--- config.mk ---
export PLATFORM = sky130hd
export DESIGN_NAME = mole_game_fsm
export DESIGN_NICKNAME = d
export VERILOG_FILES = /design/src/rtl/mole_game_pkg.sv /design/src/rtl/mole_slot.sv /design/src/rtl/mole_game_fsm.sv
export SDC_FILE = /design/constraint.sdc
export NUM_CORES = 1
export LEC_CHECK = 0
export ABC_AREA = 1
export BUFFER_PORTS_ARGS = -buffer_cell sky130_fd_sc_hd__buf_2
export CAP_MARGIN = 30
export CORE_ASPECT_RATIO = 1.75
export CORE_MARGIN = 5
export CORE_UTILIZATION = 40
export DETAILED_ROUTE_END_ITERATION = 12
export PLACE_DENSITY = 0.59
export SKIP_LAST_GASP = 1
export SYNTH_ARGS = -nofsm -noshare
export SYNTH_HDL_FRONTEND = slang
export SYNTH_SLANG_ARGS = --single-unit
--- constraint.sdc ---
create_clock -name clk -period 14.4 [get_ports clk]
set_clock_uncertainty 0.1 [all_clocks]
set_input_delay 2.88 -clock clk [delete_from_list [all_inputs] [get_ports clk]]
set_output_delay 2.88 -clock clk [all_outputs]
set_load 0.005 [all_outputs]
--- src/rtl/mole_game_pkg.sv ---
// Shared types and widths for the whack-a-mole game controller.
package mole_game_pkg;

   localparam int unsigned SCORE_W     = 16;
   localparam int unsigned TIMER_W     = 8;
   localparam int unsigned LIVE_W      = 3;
   localparam int unsigned LEVEL_W     = 4;
   localparam int unsigned COMBO_W     = 3;
   localparam int unsigned PTS_PER_HIT = 10;

   typedef enum logic [2:0] {
      IDLE,
      PLAY,
      PAUSE,
      WIN,
      LOSE
   } state_t;

endpackage

--- src/rtl/mole_slot.sv ---
// One hole: an up flag plus its lifetime timer. A hit in the same cycle as
// expiry wins, so expire_c is suppressed while hit is asserted.
module mole_slot
   import mole_game_pkg::*;
(
   input  logic               clk,
   input  logic               reset,
   input  logic               load,
   input  logic [TIMER_W-1:0] value,
   input  logic               tick,
   input  logic               hit,
   input  logic               clear,
   output logic               up,
   output logic               expire_c
);

   logic               up_q, up_d;
   logic [TIMER_W-1:0] timer_q, timer_d;

   assign up       = up_q;
   assign expire_c = up_q & tick & ~hit & (timer_q == '0);

   // Next slot state: clear/hit/expiry lower the mole, load raises it, tick counts down.
   always_comb begin
      up_d    = up_q;
      timer_d = timer_q;
      if (clear || (hit && up_q) || expire_c) begin
         up_d    = 1'b0;
         timer_d = '0;
      end else if (load) begin
         up_d    = 1'b1;
         timer_d = value;
      end else if (tick && up_q) begin
         timer_d = timer_q - TIMER_W'(1);
      end
   end

   // Slot registers.
   always_ff @(posedge clk) begin
      if (reset) begin
         up_q    <= 1'b0;
         timer_q <= '0;
      end else begin
         up_q    <= up_d;
         timer_q <= timer_d;
      end
   end

endmodule

--- src/rtl/mole_game_fsm.sv ---
// N-hole whack-a-mole session controller: spawning, hits, expiries, lives,
// levels, pause, win/lose. Optional MOLE_GAME_COMBO_EN adds a hit-streak
// multiplier and exports it on the combo port.
module mole_game_fsm
   import mole_game_pkg::*;
#(
   parameter int unsigned N_HOLES    = 12,
   parameter int unsigned MAX_ACTIVE = 3,
   parameter int unsigned LIVES      = 5,
   parameter int unsigned MAX_LEVEL  = 6,
   parameter int unsigned LEVEL_STEP = 100,
   parameter int unsigned BASE_LIFE  = 40,
   parameter int unsigned LIFE_STEP  = 5,
   parameter int unsigned MIN_LIFE   = 8,
   parameter int unsigned SPAWN_GAP  = 10
) (
   input  logic               clk,
   input  logic               reset,
   input  logic               tick,
   input  logic [15:0]        rnd,
   input  logic [N_HOLES-1:0] click_hole,
   input  logic               click_pause,
   input  logic               click_any,
   output logic [N_HOLES-1:0] mole_up,
   output logic [SCORE_W-1:0] score,
   output logic [LIVE_W-1:0]  live,
   output logic [LEVEL_W-1:0] level,
   output logic               is_start,
   output logic               is_pause,
   output logic               is_win,
   output logic               is_lose,
   output logic               hit_pulse,
   output logic               miss_pulse
`ifdef MOLE_GAME_COMBO_EN
   ,output logic [COMBO_W-1:0] combo
`endif
);

   localparam int unsigned IDX_W   = $clog2(N_HOLES);
   localparam int unsigned CNT_W   = IDX_W + 1;
   localparam int unsigned SPAWN_W = $clog2(SPAWN_GAP + 1);
   localparam int unsigned ARITH_W = 24;

   state_t               state_q, state_d;
   logic [SCORE_W-1:0]   score_q, score_d;
   logic [LIVE_W-1:0]    live_q, live_d;
   logic [LEVEL_W-1:0]   level_q, level_d;
   logic [SPAWN_W-1:0]   spawn_cnt_q, spawn_cnt_d;
   logic                 hit_q, hit_d, miss_q, miss_d;
   logic                 start_q, start_d, pause_q, pause_d;
   logic                 win_q, win_d, lose_q, lose_d;
   logic [COMBO_W-1:0]   combo_q, combo_d, mult_c;

   logic [N_HOLES-1:0]   up_vec, exp_vec, hit_vec, load_vec;
   logic                 play_active, tick_play, clear_all, spawn_due, do_spawn;
   logic [CNT_W-1:0]     n_up, n_hit, n_exp, probe;
   logic [IDX_W-1:0]     start_idx, spawn_idx;
   logic                 spawn_found;
   logic [TIMER_W-1:0]   life_val;
   logic [ARITH_W-1:0]   base_sum, life_dec, pts_c, sum_c;
   logic                 unused_rnd;

   assign unused_rnd  = ^rnd[15:12];
   assign play_active = (state_q == PLAY) & ~click_pause;
   assign tick_play   = tick & play_active;
   assign hit_vec     = click_hole & up_vec & {N_HOLES{play_active}};
   assign spawn_due   = tick_play & (spawn_cnt_q == SPAWN_W'(1));
   assign do_spawn    = spawn_due & (n_up < CNT_W'(MAX_ACTIVE)) & spawn_found;

`ifdef MOLE_GAME_COMBO_EN
   assign mult_c = (combo_q == '0) ? COMBO_W'(1) : combo_q;
   assign combo  = combo_q;
`else
   assign mult_c = COMBO_W'(1);
`endif

   for (genvar g = 0; g < N_HOLES; g++) begin : g_slot
      mole_slot u_slot (
         .clk      (clk),
         .reset    (reset),
         .load     (load_vec[g]),
         .value    (life_val),
         .tick     (tick_play),
         .hit      (hit_vec[g]),
         .clear    (clear_all),
         .up       (up_vec[g]),
         .expire_c (exp_vec[g])
      );
   end

   // Population counts, free-hole probe from the random start, and spawn lifetime.
   always_comb begin
      n_up        = '0;
      n_hit       = '0;
      n_exp       = '0;
      probe       = '0;
      spawn_found = 1'b0;
      spawn_idx   = '0;
      start_idx   = IDX_W'(rnd[7:0] % 8'(N_HOLES));
      for (int i = 0; i < N_HOLES; i++) begin
         n_up  = n_up  + CNT_W'(up_vec[i]);
         n_hit = n_hit + CNT_W'(hit_vec[i]);
         n_exp = n_exp + CNT_W'(exp_vec[i]);
      end
      for (int k = 0; k < N_HOLES; k++) begin
         probe = CNT_W'(start_idx) + CNT_W'(k);
         if (probe >= CNT_W'(N_HOLES)) probe = probe - CNT_W'(N_HOLES);
         if (!spawn_found && !up_vec[probe[IDX_W-1:0]]) begin
            spawn_found = 1'b1;
            spawn_idx   = probe[IDX_W-1:0];
         end
      end
      base_sum = ARITH_W'(BASE_LIFE) + ARITH_W'(rnd[11:8]);
      life_dec = ARITH_W'(level_q - LEVEL_W'(1)) * ARITH_W'(LIFE_STEP);
      if (base_sum < life_dec + ARITH_W'(MIN_LIFE)) life_val = TIMER_W'(MIN_LIFE);
      else                                          life_val = TIMER_W'(base_sum - life_dec);
   end

   // Next-state and session bookkeeping.
   always_comb begin
      state_d     = state_q;
      score_d     = score_q;
      live_d      = live_q;
      level_d     = level_q;
      spawn_cnt_d = spawn_cnt_q;
      combo_d     = combo_q;
      hit_d       = 1'b0;
      miss_d      = 1'b0;
      load_vec    = '0;
      pts_c       = '0;
      sum_c       = '0;
      unique case (state_q)
         IDLE: if (click_any) state_d = PLAY;
         PLAY: begin
            if (click_pause) begin
               state_d = PAUSE;
            end else begin
               hit_d  = |hit_vec;
               miss_d = |exp_vec;
               pts_c  = ARITH_W'(PTS_PER_HIT) * ARITH_W'(level_q) * ARITH_W'(mult_c) * ARITH_W'(n_hit);
               sum_c  = ARITH_W'(score_q) + pts_c;
               score_d = (sum_c > ARITH_W'(16'hFFFF)) ? '1 : SCORE_W'(sum_c);
               if (ARITH_W'(n_exp) >= ARITH_W'(live_q)) live_d = '0;
               else                                     live_d = live_q - LIVE_W'(n_exp);
               if (ARITH_W'(score_d) >= ARITH_W'(LEVEL_STEP) * ARITH_W'(level_q))
                  level_d = level_q + LEVEL_W'(1);
               if (tick_play)
                  spawn_cnt_d = spawn_due ? SPAWN_W'(SPAWN_GAP) : spawn_cnt_q - SPAWN_W'(1);
               if (do_spawn) load_vec[spawn_idx] = 1'b1;
               if (|exp_vec)                                  combo_d = COMBO_W'(1);
               else if (|hit_vec && combo_q < COMBO_W'(4))    combo_d = combo_q + COMBO_W'(1);
               if (ARITH_W'(level_d) > ARITH_W'(MAX_LEVEL)) state_d = WIN;
               else if (live_d == '0)                       state_d = LOSE;
            end
         end
         PAUSE: if (click_pause) state_d = PLAY;
         WIN, LOSE: begin
            if (click_any) begin
               state_d     = IDLE;
               score_d     = '0;
               live_d      = LIVE_W'(LIVES);
               level_d     = LEVEL_W'(1);
               spawn_cnt_d = SPAWN_W'(SPAWN_GAP);
               combo_d     = COMBO_W'(1);
            end
         end
         default: state_d = IDLE;
      endcase
      clear_all = (state_d == WIN) || (state_d == LOSE);
      start_d   = (state_d == PLAY) || (state_d == PAUSE);
      pause_d   = (state_d == PAUSE);
      win_d     = (state_d == WIN);
      lose_d    = (state_d == LOSE);
   end

   // Session registers.
   always_ff @(posedge clk) begin
      if (reset) begin
         state_q     <= IDLE;
         score_q     <= '0;
         live_q      <= LIVE_W'(LIVES);
         level_q     <= LEVEL_W'(1);
         spawn_cnt_q <= SPAWN_W'(SPAWN_GAP);
         combo_q     <= COMBO_W'(1);
         hit_q       <= 1'b0;
         miss_q      <= 1'b0;
         start_q     <= 1'b0;
         pause_q     <= 1'b0;
         win_q       <= 1'b0;
         lose_q      <= 1'b0;
      end else begin
         state_q     <= state_d;
         score_q     <= score_d;
         live_q      <= live_d;
         level_q     <= level_d;
         spawn_cnt_q <= spawn_cnt_d;
         combo_q     <= combo_d;
         hit_q       <= hit_d;
         miss_q      <= miss_d;
         start_q     <= start_d;
         pause_q     <= pause_d;
         win_q       <= win_d;
         lose_q      <= lose_d;
      end
   end

   assign mole_up    = up_vec;
   assign score      = score_q;
   assign live       = live_q;
   assign level      = level_q;
   assign is_start   = start_q;
   assign is_pause   = pause_q;
   assign is_win     = win_q;
   assign is_lose    = lose_q;
   assign hit_pulse  = hit_q;
   assign miss_pulse = miss_q;

endmodule
==> results.toml, run 1 <==
[synthesis]
yosys_register_bits = 144
syn-instance-count = 2357
synth_ff_type = "dfxtp_1"
syn_nets = 2563
yosys_warnings = 0
synth_area_um2 = 15000
ys_seq_area_share_pct = 19.2
synth.distinct_cells = 60
async_flop_share_pct = 0
synth_edf_count = 0
syn_avg_cell_area_um2 = 6.37

[finish]
layout_common_cells = "nand2_1, inv_1, nor2_1"
final_cells = 2928
drive_gt1_share_pct = 9.60
mostFrequentLayoutCell = "nand2_1"
nets = 2640
syn2layout_area_growth_pct = 10.5

[timing]
setup-tns-final_ps = 0
fin_crit_ps = 13510
fmax_mhz = 74.0
rsz0062_at_grt = "no"
slew_violations = 0
worst_slew_pin_slew_ps = 1000
finalCritPeriodShare_pct = 93.8
setup_violations = 0
finalHoldViolCount = 0
slew_headroom_pct = 32.4
fin_hold_ws_ps = 396

[place]
hpwl_um = 39500
port_buffers = 69
dp_cells = 2895
finalWeightedCongestion = 0.939

[floorplan]
rows = 94
fp.dieW_um = 156
ios = 74
die-height_um = 266
core-area_um2 = 37400
dieArea_um2 = 41700
initial_utilization_pct = 40.2

[routing]
drt-total-wl_um = 48200
initialDrtViolationCount = 646
dr.pass1.iters = 6
wl_per_cell_um = 16.5
drc = 0
vias = 15300
ant_nets = 0
via_per_inst = 5.22

[run_status]
outcome = "finished clean"

[global_routing]
grt_pass1_vias = 15100
antenna_found_initial = 1
grt_max_degree = 42
grt_usage_pct = 23.0
grt_overflow = 0
grt_pass1_wl_um = 76100

[worst_setup_path]
worstPathRequired_ps = 14700
r2r-end = "g_slot[9].u_slot.timer_q[5]"
r2r_start = "state_q[0]"
r2r_cells = 61
critPathLaunchType = "input port"
cp_max_fo = 11
cp_num_buf_inv = 13
critPathSlowestCell = "fa_1"
crit_path_frequent_cell = "nand2_1"
path_class = "in -> reg"
crit_family = "adder cells"
critPathArrivalTime_ps = 13810
reg2reg_slack_ps = 2760
startpoint = "click_pause"
slowest_delay_ps = 650
endpoint_kind = "register"

[hold_path]
hold_path_class = "reg -> reg"
hold_path_depth = 2
min_from = "g_slot[10].u_slot.timer_q[1]"
hold_end = "g_slot[10].u_slot.timer_q[1]"

[clocking]
clkTransAtPathRegs_ps = 70
cts_buffers = 17
cts_tree = "done"
cts_buffer_depth = 2
h-tree-depth = 4
clk_latency_ps = 450
cts_root_buf = "clkbuf_16"
postCtsSetupBuffers = 0
cts_num_sinks = 144

[pwr]
power_density_nw_per_um2 = 78.4
ir_drop_v = 0.0000723
total_power_w = 0.00130
leakage_nw = 8.70

[job]
maxCapViolations = 0
tightest hold or removal path: stages (launching register included):
cell	delay, ps
dfxtp_1	310
nand3_1	70
a21oi_1	60
timing repair:
item	in CTS	in global routing
setup endpoints to repair	0	79
gates resized for setup	0	4
endpoints found under the hold margin	0	0
hold buffers	0	0
metrics by stage:
stage / setup slack (ps) / utilization (%) / area (µm²)
floorplan: 1200 / - / 15000
global placement: 241 / 42.7 / 16000
detailed placement: 237 / 42.8 / 16000
CTS: 678 / 44.3 / 16600
global route: 3.97 / 44.4 / 16600
finish: 890 / 44.4 / 16600
worst max-delay path by stage:
stage	end	cells after the start	slack (ps)
final	g_slot[9].u_slot.timer_q[5]	59	890
after global routing	g_slot[7].u_slot.timer_q[1]	60	4
after CTS	g_slot[10].u_slot.timer_q[7]	61	680
after detailed placement	g_slot[10].u_slot.timer_q[7]	61	240
after global placement	g_slot[10].u_slot.timer_q[6]	61	240
after floorplan	g_slot[1].u_slot.timer_q[0]	56	1200
power by group:
| part | switching, W | internal (W) |
|---|---|---|
| registers | 0.00000184 | 0.000400 |
| clock network | 0.000196 | 0.000240 |
| logic | 0.000347 | 0.000115 |
| total | 0.000545 | 0.000755 |
flip-flops by register name (all words and copies together) (netlist names), 3 cells and up:
name	cells
level	4
live	3
g_slot.u_slot.timer_q	96
score	16
g_slot.u_slot.up	12
spawn_cnt_q	4
state_q	3
logic make-up (layout without fill, tap and decap cells):
kind of cell | Yosys count | after routing | share of synthesized area [%]
buf+inv | 462 | 552 | 12.2
mux | 1 | 1 | 0.150
simple gates | 1224 | 1224 | 36.4
flops | 144 | 144 | 19.2
fa+ha+maj | 173 | 173 | 16.3
compound gates | 258 | 258 | 10.2
other cells | 0 | 1 | 0
xor+xnor | 95 | 95 | 5.59
layer usage:
| layer | wire [µm] | track usage (%) |
|---|---|---|
| met4 | 3490 | 14.6 |
| met3 | 1890 | 3.17 |
| met1 | 17100 | 22.2 |
| met5 | 0 | 0 |
| met2 | 25700 | 44.7 |
synth_stat cells (30+ instances only):
master	number	area, µm²
fa_1	37	741
o21ai_0	69	345
a21oi_1	104	521
xor2_1	75	657
nor2_1	312	1170
nand2_1	511	1920
inv_1	390	1460
dfxtp_1	144	2880
nand3_1	223	1120
nor3_1	30	150
ha_1	136	1700
nand4_1	64	400
final cells by class:
class | instances | area [µm²]
repair buffers | 112 | 697
inverters | 408 | 1530
flip-flops and latches | 144 | 2880
diodes | 1 | 2.50
clock buffers | 18 | 429
multi-input cells | 1751 | 10300
fillers | 4044 | 20800
well taps | 480 | 601
clock inverters | 14 | 133
No activity file was read; power rests on OpenSTA's default activity.
==> run 2: changes to the inputs <==
--- a/config.mk
+++ b/config.mk
@@ -5,10 +5,9 @@
 export SDC_FILE = /design/constraint.sdc
 export NUM_CORES = 1
 export LEC_CHECK = 0
-export ABC_AREA = 1
+export ABC_AREA = 0
 export BUFFER_PORTS_ARGS = -buffer_cell sky130_fd_sc_hd__buf_2
 export CAP_MARGIN = 30
-export CORE_ASPECT_RATIO = 1.75
 export CORE_MARGIN = 5
 export CORE_UTILIZATION = 40
 export DETAILED_ROUTE_END_ITERATION = 12
==> results.toml, run 2 <==
[clocking]
cts_num_sinks = 144
clkTransAtPathRegs_ps = 70
cts_buffers = 17
cts_root_buf = "clkbuf_16"
postCtsSetupBuffers = 0
cts_tree = "done"
h-tree-depth = 4
cts_buffer_depth = 2
clk_latency_ps = 440

[routing]
ant_nets = 0
dr.pass1.iters = 5
wl_per_cell_um = 18.6
drc = 0
drt-total-wl_um = 43800
via_per_inst = 5.84
initialDrtViolationCount = 876
vias = 13700

[synthesis]
synth-compound-area-share_pct = 23.3
synth-adder-area-share_pct = 16.8
synth.distinct_cells = 105
synth.area.mux_share_pct = 3.68
synth_top_area_cell = "dfxtp_1"
synth_common_cells = "nor2_1, inv_1, dfxtp_1"
synth_area_leaders = "dfxtp_1, ha_1, fa_1, xnor2_1, nor2_1"
syn_nets = 2023
synth-simple-area-share_pct = 22.0
yosys_register_bits = 144
yosysMostFrequentCell = "nor2_1"
syn-instance-count = 1817
syn_avg_cell_area_um2 = 8.05
yosys_warnings = 0
synth_area_um2 = 14600
synth_ff_type = "dfxtp_1"
synth_xor_area_share_pct = 7.60
synth_edf_count = 0
synth_top_family_by_area = "compound AO/OA/AOI/OAI gates"
ys_seq_area_share_pct = 19.7
async_flop_share_pct = 0
synth_top_area_share_pct = 19.7

[timing]
fmax_mhz = 73.4
setup-tns-final_ps = 0
slew_headroom_pct = 31.6
setup_violations = 0
fin_crit_ps = 13630
slew_violations = 0
rsz0062_at_grt = "no"
finalCritPeriodShare_pct = 94.7
worst_slack_ps = 769
finalHoldViolCount = 0
worst_slew_pin_slew_ps = 1020

[floorplan]
initial_utilization_pct = 40.2
rows = 70
ios = 74
core-area_um2 = 36300
dieArea_um2 = 40500
fp.dieW_um = 201
die-height_um = 201

[worst_setup_path]
critPathSlowestCell = "fa_1"
slowest_delay_ps = 590
critPathArrivalTime_ps = 13870
path_class = "in -> reg"
endpoint_kind = "register"
crit_path_frequent_cell = "fa_1"
critPathLaunchType = "input port"
cp_max_fo = 12
worstPathRequired_ps = 14640
r2r-end = "g_slot[5].u_slot.timer_q[4]"
r2r_start = "state_q[0]"
reg2reg_slack_ps = 2750
r2r_cells = 46

[pwr]
pwr-share-clk_pct = 38.9
swShare_pct = 35.1
p_comb_share_pct = 27.3
total_power_w = 0.00119
sequentialPowerShare_pct = 33.7
ir_drop_v = 0.0000783
power_density_nw_per_um2 = 74.1
net-switching-power_w = 0.000418
leakage_nw = 6.94
internal_power_w = 0.000773

[global_routing]
grt_overflow = 0
grt_max_degree = 30
grt_pass1_wl_um = 69800
antenna_found_initial = 1
grt_pass1_vias = 13400
grt_usage_pct = 20.9

[run_status]
outcome = "finished clean"

[finish]
largest_reg_flops = 96
layout_common_cells = "nor2_1, inv_1, dfxtp_1"
final_util_pct = 44.2
stdcell_area_um2 = 16100
drive_gt1_share_pct = 11.9
largest_register = "g_slot.u_slot.timer_q"
n_antenna_cell = 0
mostFrequentLayoutCell = "nor2_1"
syn2layout_area_growth_pct = 9.96
nets = 2075

[place]
finalWeightedCongestion = 0.915
hpwl_um = 33800
port_buffers = 69
pre_cts_ws_ps = -53.7
place_area_um2 = 15400

[hold_path]
hold_end = "score[12]"
hold_path_class = "reg -> reg"
min_from = "score[12]"
hold_path_depth = 2

[job]
maxCapViolations = 0
## run 2: power groups by stage
stage	sequential [W]	combinational (W)	clock [W]
after floorplan	0.000410	0.000237	0
after global routing	0.000402	0.000351	0.000490
after global placement	0.000411	0.000313	0
final	0.000402	0.000325	0.000464
after CTS	0.000402	0.000318	0.000472
after detailed placement	0.000411	0.000317	0
## run 2: cells by family after synthesis
family | Yosys count
AOI/OAI and AO/OA | 470
xor gates and xnor gates | 126
adders and majority gates | 174
buffers and inverters | 236
DFF | 144
muxes | 43
and+or+nand+nor | 624
## run 2: metal layers
metal,GRT usage [%],part of all wire (%),routed length [µm]
met1,28.0,45,19600
met2,34.7,47,20400
met3,3.16,6.0,2610
met4,6.88,2.7,1160
met5,0,0.030,13
## run 2: how the worst max path moves through the flow
stage | from | cells after the start | endpoint
finish | click_pause | 47 | g_slot[5].u_slot.timer_q[4]
detailed placement | click_pause | 45 | g_slot[10].u_slot.timer_q[3]
global placement | click_pause | 47 | g_slot[10].u_slot.timer_q[7]
floorplan | click_pause | 48 | g_slot[10].u_slot.timer_q[0]
global route | click_pause | 46 | g_slot[3].u_slot.timer_q[1]
CTS | click_pause | 45 | g_slot[10].u_slot.timer_q[1]
## run 2: stage by stage
step                      std cells  hold slack, ps
after global routing           2350             401
after floorplan                1817             351
after CTS                      2350             389
after detailed placement       2318             380
final                          2350             393
after global placement         2317             374
## run 2: layout make-up
class	count	area, µm²
Fill cell	3619	20300
Multi-Input combinational cell	1437	10700
Sequential cell	144	2880
Timing Repair Buffer	103	629
Inverter	166	626
Tap cell	468	586
Clock buffer	18	439
Clock inverter	14	170
## run 2: what timing repair did
item                                    in CTS  in global routing
resized for setup                            0                  7
hold buffers                                 0                  0
endpoints found under the setup margin       0                 98
## run 2: worst max-delay path, delay by kind of cell
| family | cells | cell delay [ps] |
|---|---|---|
| adder cells (fa/ha/maj) | 12 | 4890 |
| AO/OA/AOI/OAI | 15 | 2800 |
| AND/OR/NAND/NOR | 9 | 1800 |
| buffers and inverters | 9 | 1010 |
| XOR/XNOR | 2 | 430 |
==> run 3: changes to the inputs <==
--- a/config.mk
+++ b/config.mk
@@ -9,9 +9,9 @@
 export BUFFER_PORTS_ARGS = -buffer_cell sky130_fd_sc_hd__buf_2
 export CAP_MARGIN = 30
 export CORE_MARGIN = 5
-export CORE_UTILIZATION = 40
+export CORE_UTILIZATION = 49
 export DETAILED_ROUTE_END_ITERATION = 12
-export PLACE_DENSITY = 0.59
+export PLACE_DENSITY = 0.69
 export SKIP_LAST_GASP = 1
 export SYNTH_ARGS = -nofsm -noshare
 export SYNTH_HDL_FRONTEND = slang
==> results.toml, run 3 (synthesized netlist as in run 2, its figures left out) <==
[floorplan]
fp.dieW_um = 183
die-height_um = 183
ios = 74
rows = 63
initial_utilization_pct = 49.5
dieArea_um2 = 33400
core-area_um2 = 29600

[routing]
ant_nets = 0
drt-total-wl_um = 43300
wl_per_cell_um = 19.1
vias = 14000
drc = 0
dr.pass1.iters = 7
initialDrtViolationCount = 1117
via_per_inst = 6.17

[pwr]
power_density_nw_per_um2 = 75.0
total_power_w = 0.00120
ir_drop_v = 0.0000613
leakage_nw = 6.94

[global_routing]
grt_pass1_wl_um = 69200
grt_pass1_vias = 13500
grt_usage_pct = 25.3
grt_overflow = 0
grt_max_degree = 30
antenna_found_initial = 1

[finish]
largest_register = "g_slot.u_slot.timer_q"
syn2layout_area_growth_pct = 9.00
mostFrequentLayoutCell = "nor2_1"
largest_reg_flops = 96
layout_common_cells = "nor2_1, inv_1, dfxtp_1"
final.fill_count = 2753
final_cells = 2268
stdcell_area_um2 = 15900
nets = 2071
n_antenna_cell = 0
drive_gt1_share_pct = 11.7

[job]
maxCapViolations = 0

[clocking]
cts_buffer_depth = 2
cts_num_sinks = 144
cts_buffers = 17
clkTransAtPathRegs_ps = 70
clk_latency_ps = 440
cts_root_buf = "clkbuf_16"
cts_hold_buffers = 0
h-tree-depth = 4
cts_tree = "done"

[worst_setup_path]
cp_max_fo = 20
path_class = "in -> reg"
startpoint = "click_pause"
critPathArrivalTime_ps = 13900
crit_family = "adder cells"
r2r_start = "state_q[0]"
crit_path_frequent_cell = "fa_1"
critPathSlowestCell = "fa_1"
endpoint_kind = "register"
slowest_delay_ps = 580
worstPathRequired_ps = 14640
critPathLaunchType = "input port"
cp_num_buf_inv = 9

[timing]
fmax_mhz = 73.2
fin_hold_ws_ps = 394
slew_headroom_pct = 31.7
setup_violations = 0
fin_crit_ps = 13660
finalCritPeriodShare_pct = 94.8
slew_violations = 0
worst_slew_pin_slew_ps = 1020
finalHoldViolCount = 0
rsz0062_at_grt = "no"

[hold_path]
hold_path_class = "reg -> reg"
min_from = "g_slot[5].u_slot.timer_q[4]"

[place]
finalWeightedCongestion = 0.960
hpwl_um = 32600
dp_cells = 2236
place_area_um2 = 15300
port_buffers = 69

[run_status]
outcome = "finished clean"
[run 3: cell count changes in the layout (fill, tap and decap cells not counted), sizes merged]
cell / before / now
clkinvlp: 2 / 0
clkinv: 4 / 5
inv: 172 / 175
bufinv: 2 / 1
clkbuf: 18 / 17
buf: 103 / 99
[run 3: worst reg2reg max path: cells and delay by family (launching register included)]
kind	cells	cell delay (ps)
buf+inv	8	780
simple gates	8	2250
xor+xnor	1	200
fa+ha+maj	12	4910
flops	1	440
compound gates	16	2960
[run 3: layout make-up]
class	instances	area, µm²	area share (%)
multi-input combinational	1437	10700	67.4
inverter	166	626	3.92
clock inverter	15	183	1.15
tap	390	488	3.06
timing repair buffer	99	587	3.68
sequential	144	2880	18.1
clock buffer	17	425	2.67
[run 3: per-stage QoR]
step	utilization (%)	TNS (ps)	setup slack [ps]
final	53.9	0	743
after global routing	53.9	0	10.4
after CTS	53.8	0	369
after detailed placement	51.8	-447	-61.0
after global placement	51.8	0	227
after floorplan	-	0	786
[run 3: final timing paths]
kind                                        to  slack (ps)  cells past startpoint
hold reg to reg    g_slot[5].u_slot.timer_q[4]         390                      2
setup reg to reg  g_slot[10].u_slot.timer_q[7]        2650                     45
hold / removal     g_slot[5].u_slot.timer_q[4]         390                      2
setup / recovery  g_slot[10].u_slot.timer_q[7]         740                     46
[run 3: where the power goes]
part,leakage (nW),switching [W],internal [W],total [W]
clock,0.300,0.000218,0.000251,0.000468
combinational,5.48,0.000220,0.000106,0.000326
sequential,1.16,0.00000171,0.000400,0.000402
total,6.94,0.000439,0.000757,0.00120
[run 3: timing repair]
item	in CTS	in global routing
gates resized for setup	0	8
buffers inserted	0	0
endpoints found under the setup margin	0	107
[run 3: metal layers]
layer	global-route usage, %	vias up	routed length (µm)
met5	0	-	7
met4	7.84	2	1190
met3	4.62	106	3240
met2	41.9	540	19900
met1	33.5	6681	19000
li1	-	6674	-
